### config.mk
export PLATFORM = sky130hd
export DESIGN_NAME = load_align_sequencer
export DESIGN_NICKNAME = d
export VERILOG_FILES = /design/src/rtl/load_align_sequencer_pkg.sv /design/src/rtl/load_align_sequencer_merge.sv /design/src/rtl/load_align_sequencer.sv
export SDC_FILE = /design/constraint.sdc
export NUM_CORES = 1
export LEC_CHECK = 0
export BUFFER_PORTS_ARGS = -buffer_cell sky130_fd_sc_hd__buf_4
export CAP_MARGIN = 20
export CORE_MARGIN = 2
export CORE_UTILIZATION = 43
export DETAILED_ROUTE_END_ITERATION = 10
export HOLD_SLACK_MARGIN = 0.1
export PLACE_DENSITY = 0.82
export SYNTH_ARGS = -nofsm -noshare
export SYNTH_HDL_FRONTEND = slang
export SYNTH_SLANG_ARGS = --single-unit
### constraint.sdc
create_clock -name clk -period 1.3 [get_ports clk]
set_input_delay 0.13 -clock clk [delete_from_list [all_inputs] [get_ports clk]]
set_output_delay 0.13 -clock clk [all_outputs]
set_load 0.01 [all_outputs]
### src/rtl/load_align_sequencer_pkg.sv
// Shared types for the load sequencer: access types, FSM states and access-size lookup.
// XLEN_DEF is 32, or 64 when XLEN_64 is defined.
package load_align_sequencer_pkg;

`ifdef XLEN_64
  localparam int XLEN_DEF = 64;
`else
  localparam int XLEN_DEF = 32;
`endif

  typedef enum logic [2:0] {
    BYTE,
    HALF_WORD,
    WORD,
    NO_TRUNC,
    BYTE_UNSIGNED,
    HALF_WORD_UNSIGNED,
    WORD_UNSIGNED
  } truncType;

  typedef enum logic [2:0] {
    IDLE,
    REQ1,
    WAIT1,
    REQ2,
    WAIT2,
    RESP,
    DRAIN
  } loadSeqState;

  function automatic int unsigned truncSize(truncType t);
    case (t)
      BYTE, BYTE_UNSIGNED:           return 1;
      HALF_WORD, HALF_WORD_UNSIGNED: return 2;
      WORD, WORD_UNSIGNED:           return 4;
      default:                       return XLEN_DEF / 8;
    endcase
  endfunction

endpackage

### src/rtl/load_align_sequencer_merge.sv
// load_merge: joins the two captured words and right-justifies the addressed bytes.
// Purely combinational; B is zero when only one word was read.
module load_merge #(
  parameter int XLEN = 32,
  parameter int OFFW = 2
) (
  input  logic [XLEN-1:0] WordA,
  input  logic [XLEN-1:0] WordB,
  input  logic [OFFW-1:0] Offset,
  output logic [XLEN-1:0] TruncData
);

  assign TruncData = XLEN'({WordB, WordA} >> {Offset, 3'b000});

endmodule

### src/rtl/load_align_sequencer.sv
// Sequences one or two aligned data-memory reads per load and hands right-justified data to the truncator.
// Optional MISALIGNED_SPLIT_EN: split misaligned loads; otherwise they raise LoadMisaligned with no memory access.
module load_align_sequencer
  import load_align_sequencer_pkg::*;
#(
  parameter int XLEN = XLEN_DEF,
  localparam int OFFW = $clog2(XLEN/8)
) (
  input  logic            clk,
  input  logic            reset,
  input  logic            LoadReq,
  input  logic [XLEN-1:0] LoadAddr,
  input  truncType        LoadTruncType,
  input  logic            Flush,
  output logic            LoadReady,
  output logic            Stall,
  output logic            MemReq,
  output logic [XLEN-1:0] MemAddr,
  input  logic            MemGnt,
  input  logic            MemRdValid,
  input  logic [XLEN-1:0] MemRdData,
  output logic            DataValid,
  output logic [XLEN-1:0] TruncData,
  output truncType        TruncTypeOut,
  output logic [OFFW-1:0] TruncSrc,
  output logic            LoadMisaligned
);

  localparam int NBYTES = XLEN / 8;
  typedef logic [OFFW+1:0] ext_t;

  loadSeqState     state_q, state_d;
  logic [XLEN-1:0] base_q, base_d;
  logic [OFFW-1:0] off_q, off_d;
  truncType        type_q, type_d;
  logic            mis_q, mis_d;
  logic [XLEN-1:0] word_a_q, word_a_d;
  logic [XLEN-1:0] word_b;
  logic [OFFW-1:0] req_off;

  assign req_off = LoadAddr[OFFW-1:0];

`ifdef MISALIGNED_SPLIT_EN
  logic            cross_q, cross_d;
  logic [XLEN-1:0] word_b_q, word_b_d;
  logic            req_cross;

  assign req_cross = (ext_t'(req_off) + ext_t'(truncSize(LoadTruncType))) > ext_t'(NBYTES);
  assign word_b    = word_b_q;
`else
  logic            req_mis;

  // Full-width accesses are flagged on any offset: they can never be served by one read.
  always_comb begin
    req_mis = 1'b0;
    case (LoadTruncType)
      HALF_WORD, HALF_WORD_UNSIGNED: req_mis = req_off[0];
      WORD, WORD_UNSIGNED:           req_mis = |req_off[1:0];
      NO_TRUNC:                      req_mis = |req_off;
      default:                       req_mis = 1'b0;
    endcase
  end

  assign word_b = '0;
`endif

  always_comb begin
    state_d  = state_q;
    base_d   = base_q;
    off_d    = off_q;
    type_d   = type_q;
    mis_d    = mis_q;
    word_a_d = word_a_q;
`ifdef MISALIGNED_SPLIT_EN
    cross_d  = cross_q;
    word_b_d = word_b_q;
`endif
    MemReq   = 1'b0;
    MemAddr  = '0;
    case (state_q)
      IDLE: begin
        if (LoadReq) begin
          base_d = {LoadAddr[XLEN-1:OFFW], {OFFW{1'b0}}};
          off_d  = req_off;
          type_d = LoadTruncType;
`ifdef MISALIGNED_SPLIT_EN
          cross_d  = req_cross;
          word_b_d = '0;
          mis_d    = 1'b0;
          state_d  = REQ1;
`else
          mis_d   = req_mis;
          state_d = req_mis ? RESP : REQ1;
`endif
        end
      end
      REQ1: begin
        MemReq  = 1'b1;
        MemAddr = base_q;
        if (MemGnt)     state_d = Flush ? DRAIN : WAIT1;
        else if (Flush) state_d = IDLE;
      end
      WAIT1: begin
        // Data arriving with the flush is the read being abandoned: nothing left to drain.
        if (Flush) begin
          state_d = MemRdValid ? IDLE : DRAIN;
        end else if (MemRdValid) begin
          word_a_d = MemRdData;
`ifdef MISALIGNED_SPLIT_EN
          state_d  = cross_q ? REQ2 : RESP;
`else
          state_d  = RESP;
`endif
        end
      end
`ifdef MISALIGNED_SPLIT_EN
      REQ2: begin
        MemReq  = 1'b1;
        MemAddr = base_q + XLEN'(NBYTES);
        if (MemGnt)     state_d = Flush ? DRAIN : WAIT2;
        else if (Flush) state_d = IDLE;
      end
      WAIT2: begin
        if (Flush) begin
          state_d = MemRdValid ? IDLE : DRAIN;
        end else if (MemRdValid) begin
          word_b_d = MemRdData;
          state_d  = RESP;
        end
      end
`endif
      RESP:    state_d = IDLE;
      DRAIN:   if (MemRdValid) state_d = IDLE;
      default: state_d = IDLE;
    endcase
  end

  always_ff @(posedge clk) begin
    if (reset) begin
      state_q  <= IDLE;
      base_q   <= '0;
      off_q    <= '0;
      type_q   <= BYTE;
      mis_q    <= 1'b0;
      word_a_q <= '0;
`ifdef MISALIGNED_SPLIT_EN
      cross_q  <= 1'b0;
      word_b_q <= '0;
`endif
    end else begin
      state_q  <= state_d;
      base_q   <= base_d;
      off_q    <= off_d;
      type_q   <= type_d;
      mis_q    <= mis_d;
      word_a_q <= word_a_d;
`ifdef MISALIGNED_SPLIT_EN
      cross_q  <= cross_d;
      word_b_q <= word_b_d;
`endif
    end
  end

  assign LoadReady      = (state_q == IDLE);
  assign Stall          = (state_q != IDLE);
  assign DataValid      = (state_q == RESP) && !mis_q && !Flush;
  assign LoadMisaligned = (state_q == RESP) && mis_q && !Flush;
  assign TruncTypeOut   = type_q;
  assign TruncSrc       = '0;

  load_merge #(
    .XLEN (XLEN),
    .OFFW (OFFW)
  ) u_merge (
    .WordA     (word_a_q),
    .WordB     (word_b),
    .Offset    (off_q),
    .TruncData (TruncData)
  );

endmodule

**Word level (Yosys, flattened, before mapping)**

Index checks and enable logic that the tools add are counted.

- Equal/unequal tests: 13
- Shift operators: 1
- Muxes and demuxes: 13
- Bitwise operators: 1
- Reduce and logical (&&, ||, !) cells: 14

Operators by type and width:

| cell | number |
|---|---|
| $mux 32 | 1 |
| $shr 32x5->32 | 1 |
| $mux 3 | 9 |
| $eq 3x3->1 const B | 4 |
| $pmux 3 s4 | 1 |
| $eq 3x2->1 const B | 3 |
| $eq 3x1->1 const B | 2 |
| $ne 3x3->1 const B | 2 |
| $logic_and 1x1->1 | 4 |
| $ne 2x2->1 const B | 2 |
| $reduce_and 4->1 | 1 |
| $reduce_or 2->1 | 2 |
| $logic_not 3->1 | 1 |
| $reduce_and 3->1 | 1 |
| $reduce_bool 3->1 | 1 |
| $reduce_or 3->1 | 1 |
| $logic_not 1->1 | 2 |
| $pmux 1 s2 | 1 |
| $reduce_and 2->1 | 1 |
| $mux 1 | 1 |
| $not 1->1 | 1 |

- Bits in registers: 71
- Input bits: 73
- Word-level logic and storage cells: 48

**Logic depth before layout (Yosys ltp)**

Gate-level depths: netlist of the first run.

- Depth after elaboration: 6
- Gate-level depth with buffers: 6

**Cells and area by module**

A second synthesis of the first run with hierarchy kept.

- Cells, all modules: 408
- Area total of the unflattened synthesis: 3666.0 µm²

By module, submodules not included:

| module | times used | cells each | area each (µm²) | sequential area each (µm²) |
|---|---|---|---|---|
| load_align_sequencer | 1 | 368 | 2841.5 | 1421.4 |
| load_merge | 1 | 40 | 824.5 | 0.0 |

**Worst setup path after synthesis of the first run**

Ideal clock, no wire load.

- Path type: flip-flop to output port
- Start point: reg off_q[0]
- End point: out TruncData[2]
- Arrival time: 1181 ps
- Slack: -11 ps
- Stages on the path, launching flop included: 6
- Buffers on the path: 3
- Path through: dfxtp_1 buf_2 buf_2 buf_2 a211oi_1 a21oi_1

- Cells in the longest elaborated chain, start to end: 1

Ends and longest elaborated chain:

| what | line | text |
|---|---|---|
| start: declaration | load_align_sequencer.sv:34 | `logic [OFFW-1:0] off_q, off_d;` |
| start signal: assignment | load_align_sequencer.sv:142 | `off_q <= '0;` |
| start signal: assignment | load_align_sequencer.sv:153 | `off_q <= off_d;` |
| $shr 32x5->32 | load_align_sequencer_merge.sv:13 | `assign TruncData = XLEN'({WordB, WordA} >> {Offset, 3'b000});` |
| end: declaration | load_align_sequencer.sv:23 | `output logic [XLEN-1:0] TruncData,` |

Every way passes these cells.

**Worst setup path after layout of the first run**

- Start point: reg off_q[0]
- End point: out TruncData[11]

Same word-level chain as after synthesis.

==> metrics.csv, run 1 <==
metric,value,unit
crit_top_cell,buf_4,
crit_chain,clkbuf_16 > nor2b_4 > buf_4 > nand2_1 > o21ai_1 > buf_4,
place_inst,680,
ys_types,29,
vias,4333,
violations,negative setup slack,
met3_usage,6.59,%
fmax,0.599,GHz
whs,200,ps
fin_nets,749,
via_per_inst,5.53,
ff2ff_setup_slack,-240,ps
initial_utilization,44.1,%
io-pin-count,147,
busiest_layer,met2,
reg2reg_depth,9,
clk_latency,340,ps
port_buffers,142,
rows,32,
fp.dieArea,8570,sq um
cp_slowest_stage_delay,390,ps
antenna_found_initial,0,
timing.final.crit_share,128,%
avgSynthCellArea,7.44,sq um
first_iter_violations,166,
ant_nets,0,
core-area,7650,sq um
wl,15300,microns
power.density,934,nW/um^2
dr.pass1.iters,5,
grt_pass1_wl,20600,microns
fin_crit,1670,ps
mostFrequentLayoutCell,buf_4,
synth_cells,453,
cts.sinks,71,
setup_viol,136,
die_h,92.6,microns
hp-start,reset,
cts.path.max_buffers,2,
layout-drive-gt1-share,50.4,%
gp_congestion,0.872,
timing.final.ws_setup,-369,ps
synth-seq-cells,71,
cap_violations,0,
holdPathStages,2,
critPathArrivalTime,1540,ps
cts_htree_levels,3,
area_growth,91.4,%
leakagePower,2.66,nW
ir_worst_vdd,0.000714,V
worstSetupPathType,reg -> out,
clockRootBuffer,clkbuf_8,
grt_max_degree,33,
r2r_end,base_q[29],
crit_fanout,9,
clk_pin_slew_worst_paths,70,ps
status,"complete, but fails checks",
grt-ovfl-total,0,
stdcell_count,783,
critPathCaptureType,primary output,
yosysWarningCount,0,
synth_area,3370,sq um
grt_pass1_vias,4393,
worstSetupStartpointType,flip-flop,
cts_tree,yes,
dpl.hpwl,6870,microns
diodes,0,
grtUsageTotal,30.6,%
hold_violations,0,
cpMaxStageDelayCell,dfxtp_4,
hp-class,in -> reg,
wl_per_cell,19.5,microns
timing.rr.start,state_q[1],
numCtsBuffers,9,
rsz0062_at_grt,true,
fp.dieW,92.6,microns
cp.required,1170,ps
layout_common_cells,"buf_4, nand2_1, dlygate4sd3_1",
maxSlewViolCount,0,
synth_seq_area_share,42.2,%
fin_worst_skew,10.3,ps
post-route-drc-count,0,
gr-usage-met2,56.8,%
use_met1,31.5,%
worstHoldEndpoint,off_q[1],
## timing repair
item / 4_1_cts / 5_1_grt
cloned: 8 / 4
setup buffers: 9 / 5
hold buffers: 68 / 0
hold endpoints to repair: 68 / 0
setup endpoints to repair: 100 / 138
pin swaps: 40 / 19
resized for setup: 110 / 113
## power breakdown
part / internal (mW) / leakage [nW] / total [mW] / switching (mW)
sequential: 2.29 / 0.581 / 2.42 / 0.133
clock: 0.881 / 0.0960 / 1.75 / 0.866
combinational: 0.964 / 1.99 / 1.86 / 0.892
total: 4.14 / 2.66 / 6.03 / 1.89
## cell type report
| cell class | count | area, sq um |
|---|---|---|
| Clock buffer | 10 | 128 |
| Clock inverter | 6 | 61.3 |
| Fill cell | 391 | 1190 |
| Inverter | 4 | 17.5 |
| Multi-Input combinational cell | 344 | 2340 |
| Sequential cell | 71 | 1440 |
| Tap cell | 102 | 128 |
| Timing Repair Buffer | 246 | 2340 |
## worst max-delay path, delay by kind of cell (launching register included)
family                 cells  cell delay (ps)
flip-flops                 1              390
AND/OR/NAND/NOR            2              210
AO/OA/AOI/OAI              1              130
buffers and inverters      3              490
## per-stage QoR
step | utilization [%] | instance area [sq um] | setup TNS [ps] | power, mW | setup WS, ps
after CTS | 79.6 | 6090 | -19820 | 5.82 | -271
final | 84.4 | 6450 | -23840 | 6.03 | -369
after floorplan | - | 3390 | 0 | 2.95 | 10.7
after detailed placement | 59.6 | 4560 | -834 | 3.43 | -45.8
after global placement | 59.6 | 4560 | -2.59 | 3.40 | -2.59
after global routing | 84.4 | 6450 | -29560 | 6.21 | -433
## state kept, by name, summed over array words and instances, names as in the netlist
| name | count |
|---|---|
| mis_q | 1 |
| TruncTypeOut | 3 |
| base_q | 30 |
| off_q | 2 |
| state_q | 3 |
| word_a_q | 32 |
## layer usage
layer,vias up,part of all wire (%)
li1,1928,-
met1,2029,35
met2,296,51
met3,80,8.1
met4,0,5.6
met5,-,0
## cells in the mapped netlist
cell type | count | area, sq um
nor3_4 | 1 | 16.3
nor2b_2 | 1 | 8.76
buf_2 | 10 | 50.1
nor4bb_1 | 1 | 10.0
nor4b_1 | 1 | 8.76
dfxtp_1 | 71 | 1420
a21oi_1 | 79 | 395
buf_6 | 7 | 78.8
conb_1 | 1 | 3.75
buf_4 | 5 | 37.5
a211oi_1 | 9 | 67.6
a21o_1 | 1 | 7.51
and3_1 | 1 | 6.26
a31oi_1 | 1 | 6.26
o22ai_1 | 2 | 12.5
clkbuf_1 | 15 | 56.3
o21ai_0 | 8 | 40.0
nand2_1 | 146 | 548
nor2_1 | 15 | 56.3
nand2b_1 | 1 | 6.26
a2111oi_0 | 1 | 8.76
nand3_1 | 3 | 15.0
inv_1 | 4 | 15.0
and2_1 | 40 | 250
mux2i_1 | 16 | 160
a32oi_1 | 1 | 8.76
a2bb2oi_1 | 1 | 8.76
nor2b_1 | 10 | 62.6
nor3_1 | 1 | 5.00
## kinds of logic after synthesis
family | count (synthesis) | share of synthesized area (%)
simple gates | 221 | 29.5
other cells | 1 | 0.111
compound gates | 103 | 16.5
buf+inv | 41 | 7.05
mux | 16 | 4.75
flops | 71 | 42.2
## how the worst max path moves through the flow
stage | from | endpoint | slack [ps] | depth (start not counted)
final | off_q[0] | TruncData[11] | -370 | 6
after CTS | off_q[0] | TruncData[4] | -270 | 5
after global placement | state_q[0] | MemAddr[6] | -3 | 5
after floorplan | state_q[0] | MemAddr[10] | 10 | 4
after detailed placement | state_q[2] | base_q[11] | -50 | 5
after global routing | off_q[0] | TruncData[11] | -430 | 6
Note: power is estimated with default switching activity, not from simulation.
==> run 2, diff against run 1 <==
--- a/config.mk
+++ b/config.mk
@@ -12,6 +12,7 @@
 export DETAILED_ROUTE_END_ITERATION = 10
 export HOLD_SLACK_MARGIN = 0.1
 export PLACE_DENSITY = 0.82
+export SETUP_SLACK_MARGIN = 0.15
 export SYNTH_ARGS = -nofsm -noshare
 export SYNTH_HDL_FRONTEND = slang
 export SYNTH_SLANG_ARGS = --single-unit
==> run 2 against run 1 <==
The run still ends with negative setup slack left. Sequential cell count stayed put. Sequential power barely moved. Clock skew decreased by 3.4 ps. Power up 3.4%. Count of clock-buffer cells in the layout unchanged.
==> metrics.csv, run 2 (same netlist as run 1, synthesis figures left out) <==
metric,value,unit,change
largest_reg_flops,32,,unchanged
worstSetupPathType,reg -> out,,
io-pin-count,147,,unchanged
violations,negative setup slack,,
ant_nets,0,,unchanged
fmax,0.609,GHz,+1.6%
antenna_found_initial,0,,unchanged
vias,4442,,+2.5%
leakagePower,2.82,nW,+5.7%
grt_pass1_vias,4353,,-0.91%
diodes,0,,unchanged
initial_utilization,44.1,%,unchanged
cap_violations,0,,unchanged
clk_pin_slew_worst_paths,70,ps,about the same
layout_common_cells,"nand2_1, buf_4, dlygate4sd3_1",,
fin_crit,1640,ps,-26.9 ps
worstSetupStartpointType,flip-flop,,
status,"complete, but fails checks",,
top_regs,"word_a_q (32), base_q (30)",,
mostFrequentLayoutCell,nand2_1,,
timing.final.crit_share,126,%,-2.1 points
dpl.hpwl,6770,microns,-1.5%
cts.path.max_buffers,2,,unchanged
grt-ovfl-total,0,,unchanged
cts_tree,yes,,
fin_nets,756,,+0.93%
largest_register,word_a_q,,
dr.pass1.iters,4,,-1
setup_viol,133,,-2.2%
rsz0062_at_grt,true,,
cp.required,1170,ps,about the same
fp.dieW,92.6,microns,unchanged
layout-drive-gt1-share,51.1,%,+0.72 points
crit_fanout,8,,-1
grt_pass1_wl,21100,microns,+2.3%
post-route-drc-count,0,,unchanged
maxSlewViolCount,0,,unchanged
critPathArrivalTime,1510,ps,-30 ps
core-area,7650,sq um,unchanged
cts.sinks,71,,unchanged
fp.dieArea,8570,sq um,unchanged
power.density,918,nW/um^2,-1.7%
clockRootBuffer,clkbuf_8,,
area_growth,101,%,
cts_htree_levels,3,,unchanged
critPathCaptureType,primary output,,
timing.final.ws_setup,-343,ps,+26.9 ps
numCtsBuffers,9,,unchanged
die_h,92.6,microns,unchanged
first_iter_violations,203,,+22%
port_buffers,142,,unchanged
rows,32,,unchanged
hp-class,in -> reg,,
grtUsageTotal,31.9,%,+1.4 points
power,6.23,mW,+3.4%
fin_util,88.8,%,+4.4 points
wl_per_cell,20.6,microns,+5.9%
fillCellCount,332,,-15%
hold_violations,0,,unchanged
whs,192,ps,-8.00 ps
setup_tns,-29470,ps,-5630 ps
wl,16300,microns,+6.7%
clk_latency,350,ps,about the same
via_per_inst,5.63,,+1.7%
grt_max_degree,62,,+88%
fin_worst_skew,6.95,ps,-3.40 ps
gp_congestion,0.829,,-4.9%
ir_worst_vdd,0.000690,V,-3.4%
==> run 2: cell types whose count changed in the layout (fill, tap and decap cells not counted), sizes merged <==
cell,before,now
clkbuf,13,14
dlygate4sd3,68,69
clkinvlp,1,0
buf,175,179
bufbuf,0,1
==> run 2: power breakdown <==
group | total, mW | switching [mW] | internal, mW
combinational | 2.11 | 0.937 | 1.17
sequential | 2.43 | 0.136 | 2.29
clock | 1.69 | 0.831 | 0.863
==> run 2: layer usage <==
layer / up-vias / routed length [microns] / part of all wire (%) / global-route usage, %
li1: 1944 / - / - / -
met1: 2089 / 5530 / 34 / 31.5
met2: 313 / 8300 / 51 / 60.9
met3: 96 / 1370 / 8.4 / 7.65
met4: 0 / 1080 / 6.6 / 16.8
met5: - / 0 / 0 / 0
==> run 2: path summary, 6_finish.rpt <==
path                                   from             to  slack [ps]  cells after the start
worst min register to register  word_a_q[6]    word_a_q[6]         460                      2
worst max-delay path               off_q[0]  TruncData[11]        -340                      6
worst min-delay path             MemRdValid     state_q[2]         190                      4
worst max register to register   state_q[1]     base_q[12]        -300                      8
==> run 2: layout make-up <==
| class | instances | area (sq um) | share of cell area [%] |
|---|---|---|---|
| Multi-Input combinational cell | 344 | 2320 | 34.2 |
| Tap cell | 102 | 128 | 1.88 |
| Sequential cell | 71 | 1440 | 21.2 |
| Clock inverter | 5 | 50.0 | 0.737 |
| Timing Repair Buffer | 253 | 2710 | 39.9 |
| Clock buffer | 10 | 128 | 1.88 |
| Inverter | 4 | 15.0 | 0.221 |
==> run 2: timing repair <==
item                       4_1_cts  5_1_grt
hold endpoints to repair        69        0
setup endpoints to repair      135      138
hold buffers                    69        0
gates cloned                    10        4
pin swaps                        5       34
buffers inserted                10        3
gates resized for setup         78      151
==> run 2: critical path: stages (launching register included) <==
cell,delay [ps]
dfxtp_4,410
buf_12,160
nor2b_4,140
buf_12,150
nand2_2,80
o21ai_2,80
buf_4,140
==> run 2: stage by stage <==
step	std cells	instance area, sq um	setup WS, ps
after floorplan	456	3470	44.1
after global placement	678	4610	78.2
after detailed placement	678	4610	16.0
after CTS	782	6130	-297
after global routing	789	6790	-390
final	789	6790	-343
